[src/rtl/cpu_pkg.sv]
// cpu_pkg: shared pipeline constants and the IF/ID register layout
package cpu_pkg;
    localparam logic [31:0] NOP_INSTR        = 32'h0000_0013;
    localparam logic [31:0] RESET_PC_DEFAULT = 32'h0000_0000;
    typedef struct packed {
        logic [31:0] instr;
        logic [31:0] pc;
        logic [31:0] pc4;
        logic        valid;
    } if_id_t;
endpackage

[src/rtl/if_id_reg.sv]
// if_id_reg: pipeline register with flush-over-stall priority; a flush inserts a NOP bubble but keeps pc/pc4
module if_id_reg
    import cpu_pkg::*;
(
    input  logic   clk_i,
    input  logic   rst_ni,
    input  logic   stall_i,
    input  logic   flush_i,
    input  if_id_t d_i,
    output if_id_t q_o
);
    if_id_t r_q;
    always_ff @(posedge clk_i or negedge rst_ni) begin
        if (!rst_ni) begin
            r_q <= '{instr: NOP_INSTR, pc: '0, pc4: '0, valid: 1'b0};
        end else if (flush_i) begin
            r_q.instr <= NOP_INSTR;
            r_q.valid <= 1'b0;
        end else if (!stall_i) begin
            r_q <= d_i;
        end
    end
    assign q_o = r_q;
endmodule

[src/rtl/fetch_stage.sv]
// fetch_stage: program counter, instruction fetch and IF/ID capture with stall/flush/redirect
module fetch_stage
    import cpu_pkg::*;
#(
    parameter logic [31:0] RESET_PC = RESET_PC_DEFAULT,
    parameter int          IMEM_AW  = 12
) (
    input  logic        clk_i,
    input  logic        rst_ni,
    input  logic        stall_i,
    input  logic        flush_i,
    input  logic        redirect_i,
    input  logic [31:0] redirect_pc_i,
    output logic [31:0] imem_addr_o,
    input  logic [31:0] imem_rdata_i,
    output logic [31:0] if_pc_o,
    output logic [31:0] id_instr_o,
    output logic [31:0] id_pc_o,
    output logic [31:0] id_pc4_o,
    output logic        id_valid_o,
    output logic [31:0] fetch_cnt_o
);
    logic [31:0] r_pc, r_cnt, w_pc4;
    logic        w_bubble, w_load;
    if_id_t      w_d, w_q;
    assign w_pc4    = r_pc + 32'd4;
    assign w_bubble = redirect_i | flush_i;
    assign w_load   = !w_bubble && !stall_i;
    // redirect wins over stall so a resolved branch is never dropped
    always_ff @(posedge clk_i or negedge rst_ni) begin
        if (!rst_ni) begin
            r_pc  <= RESET_PC;
            r_cnt <= '0;
        end else begin
            r_pc <= redirect_i ? (redirect_pc_i & ~32'h3) : stall_i ? r_pc : w_pc4;
            if (w_load) r_cnt <= r_cnt + 32'd1;
        end
    end
    assign w_d = '{instr: imem_rdata_i, pc: r_pc, pc4: w_pc4, valid: 1'b1};
    if_id_reg u_if_id (
        .clk_i   (clk_i),
        .rst_ni  (rst_ni),
        .stall_i (stall_i),
        .flush_i (w_bubble),
        .d_i     (w_d),
        .q_o     (w_q)
    );
    // word-index field split out to mark where the memory decodes; higher bits alias
    assign imem_addr_o = {r_pc[31:IMEM_AW+2], r_pc[IMEM_AW+1:2], r_pc[1:0]};
    assign if_pc_o     = r_pc;
    assign id_instr_o  = w_q.instr;
    assign id_pc_o     = w_q.pc;
    assign id_pc4_o    = w_q.pc4;
    assign id_valid_o  = w_q.valid;
    assign fetch_cnt_o = r_cnt;
endmodule

[config.mk]
export PLATFORM = sky130hd
export DESIGN_NAME = fetch_stage
export DESIGN_NICKNAME = d
export VERILOG_FILES = /design/src/rtl/cpu_pkg.sv /design/src/rtl/if_id_reg.sv /design/src/rtl/fetch_stage.sv
export SDC_FILE = /design/constraint.sdc
export NUM_CORES = 1
export LEC_CHECK = 0
export CORE_MARGIN = 2
export CORE_UTILIZATION = 35
export DETAILED_ROUTE_END_ITERATION = 12
export GPL_TIMING_DRIVEN = 0
export HOLD_SLACK_MARGIN = 0.15
export PLACE_DENSITY = 0.69
export RECOVER_POWER = 50
export SETUP_SLACK_MARGIN = 0.5
export SLEW_MARGIN = 10
export SYNTH_ARGS = -nofsm -noshare
export SYNTH_HDL_FRONTEND = slang
export SYNTH_SLANG_ARGS = --single-unit
export TNS_END_PERCENT = 100
[constraint.sdc]
create_clock -name clk_i -period 2.2 [get_ports clk_i]
set_input_delay 0.33 -clock clk_i [delete_from_list [all_inputs] [get_ports clk_i]]
set_output_delay 0.33 -clock clk_i [all_outputs]
set_load 0.02 [all_outputs]
==> run metrics <==
CP Class=flip-flop to flip-flop; HP Class=primary input to flip-flop; Final Power=8.68 mW; Post-Synth XOR/XNOR Area=6.59%; Max-Cap Viols=0; total iterations of the first detailed-routing run=5; largest family of logic cells by synthesized area=simple AND/OR/NAND/NOR gates; Synth Warn #=0; failing checks=negative setup slack; row cnt=54; skew final=0.0123 ns; hold_ws=0.319 ns; fin cells=1458; clock slew seen by the registers of the worst setup and hold paths=0.07 ns; Mapped Cells=814; Total GRT Usage=21.2%; vias=7287; number of global-route vias before repair=7217; Boundary Pins=262; Final nets=1236; Die W=152 um; Synth cell types=39; Fillers=1986; Leak=5.92 nW; final hold vios=0; worst skew pair latency=0.42 ns; Via-to-Cell Ratio=5.00; dpl cells=1353; VDD IR-drop max=0.405 mV; first-pass GRT wire length=39600 um; die area=23200 sq um; area occupied by registers=3900 sq um; core area=21800 sq um; pwr dens=712 nW/um^2; H-Tree Level Count=4; CTS tree=built; CTS Buf Count=17; Sink Count=155; Syn Area/Cell=9.47 sq um; share of layout cells above drive strength 1=26.4%; final setup TNS=-0.0211 ns; HP Start=flush_i; Worst Path Max Fanout=7; register area share after synthesis=50.4%; slew margin rel.=40.9%; DR DRC count=0; Die Ht=152 um; fin. max-slew vios=0; origin of the critical flop-to-flop path=if_pc_o[9]; Final Cell Area=12200 sq um; DP Area=10900 sq um; Area growth syn-to-layout=57.9%; CTS Root Cell=clkbuf_16; #FFs+latches synth=155; post-synthesis adder-cell area fraction=0.325%; CTS Buffer Depth=2; crit start category=flip-flop; largest net degree at the start of global routing=91; final WL=25200 um; proportion of synthesized area in mux cells=4.28%; Least-Margin Pin Slew=0.887 ns; diode count=0; gpl congestion=0.796; Final min period=2.22 ns; Post-DRT Antenna Nets=0; CP Launch Point=if_pc_o[9]; setup slack, reg-to-reg=-0.02 ns; final setup fails=1; GR Overflow Total=0; Arrival @ worst endpoint=2.57 ns; Initial Utilization=35.4%; most frequent cells in the layout=dlygate4sd2_1, nand2_1, dfrtp_1, buf_4, nor2_1; initial DRC count=387; compound-cell area share of the yosys netlist=6.64%; fin crit share=101%; fmax=0.450 GHz; commonest non-fill, non-tap cell in the layout=dlygate4sd2_1; synthesized area=7710 sq um; post-route worst setup slack=-0.0211 ns; area occupied by multi-input gates=3450 sq um; RSZ-0062 raised after global routing=true; status=complete, but fails checks; number of port buffers=251; initial antenna violation count=0; Synth Area in Simple Gates=21.9%; DR WL/cell=17.3 um; critical path capture point type=flip-flop; DP HPWL=16900 um; Worst Path Required=2.55 ns
-- sequential cells by signal, summed over array words and instances, names as in the netlist --
signal / cells
if_pc_o: 30
u_if_id.q_o: 93
fetch_cnt_o: 32
-- routing by layer --
metal / wire length, um / up-vias / part of all wire (%) / track usage [%]
li1: - / 3419 / - / -
met1: 10500 / 3574 / 42 / 27.3
met2: 12500 / 252 / 50 / 36.1
met3: 1550 / 42 / 6.2 / 4.24
met4: 590 / 0 / 2.3 / 6.75
met5: 0 / - / 0 / 0
-- cells in the mapped netlist --
cell | number | share of area, %
dfrtp_1 | 152 | 49
nand4b_1 | 4 | 0.45
nand4_1 | 28 | 2.3
nand3_2 | 1 | 0.13
clkbuf_2 | 2 | 0.13
or4b_1 | 2 | 0.26
buf_2 | 3 | 0.19
xnor2_1 | 49 | 5.6
buf_4 | 69 | 6.7
o21ai_0 | 42 | 2.7
a31oi_1 | 23 | 1.9
clkbuf_1 | 48 | 2.3
nor4_1 | 8 | 0.65
nor2_1 | 66 | 3.2
o41ai_1 | 2 | 0.23
inv_1 | 4 | 0.19
o31ai_1 | 10 | 0.97
and4_1 | 4 | 0.45
nand4_4 | 1 | 0.28
and2_1 | 6 | 0.49
nand2_1 | 146 | 7.1
ha_1 | 2 | 0.32
nand3_1 | 25 | 1.6
and3_1 | 7 | 0.57
nor2b_1 | 1 | 0.081
a21o_1 | 1 | 0.097
or2_2 | 2 | 0.16
or4_1 | 22 | 2.1
o211ai_1 | 7 | 0.68
nor3_1 | 8 | 0.52
nand3b_1 | 2 | 0.19
buf_1 | 3 | 0.15
a21oi_1 | 1 | 0.065
mux2i_1 | 33 | 4.3
dfstp_2 | 3 | 1.0
xor2_1 | 9 | 1.0
buf_6 | 1 | 0.15
conb_1 | 1 | 0.049
or3_1 | 16 | 1.3
-- final timing paths --
kind,cells past startpoint,end
setup reg to reg,7,if_pc_o[28]
hold reg to reg,2,u_if_id.q_o[61]
min in group asynchronous,2,if_pc_o[12]
max in group asynchronous,3,fetch_cnt_o[8]
hold / removal,3,u_if_id.q_o[66]
setup / recovery,7,if_pc_o[28]
-- layout make-up --
cell class                 instances  area share, %
tap                              280           2.88
clock buffer                      18           3.61
clock inverter                    14           1.34
buffer                           126           8.09
timing repair buffer             325           23.6
sequential                       155           32.0
multi-input combinational        536           28.3
inverter                           4          0.123
-- stage by stage --
step / setup WS, ns / util, %
3_5_place_dp: -1.04 / 49.9
3_3_place_gp: -6.39 / 49.8
2_1_floorplan: 0.160 / -
6_report: -0.0211 / 56.0
4_1_cts: 0.0534 / 54.3
5_1_grt: -0.0764 / 56.0
-- worst max-delay path: stages, from the launching register on --
cell,delay (ns)
dfrtp_1,0.36
clkbuf_8,0.15
buf_6,0.09
nand4_1,0.23
or4_4,0.58
buf_8,0.15
or4_1,0.51
nand3_1,0.08
-- power by group --
part	switching (mW)	internal, mW	leakage [nW]
clock	1.28	1.73	0.292
combinational	1.26	1.01	3.68
sequential	0.225	3.16	1.95
-- timing repair --
item,CTS,global route
cloned,1,0
resized for setup,269,127
hold endpoints to repair,65,0
pin swaps,26,41
hold buffers,1,0
setup buffers,51,20
setup endpoints to repair,338,155
-- kinds of logic after synthesis --
kind of cell,count (synthesis)
DFF,155
and+or+nand+nor,349
AOI/OAI and AO/OA,86
muxes,33
buffers and inverters,130
adders and majority gates,2
xor gates and xnor gates,58
other,1
Power figures use the tool's default switching activity.
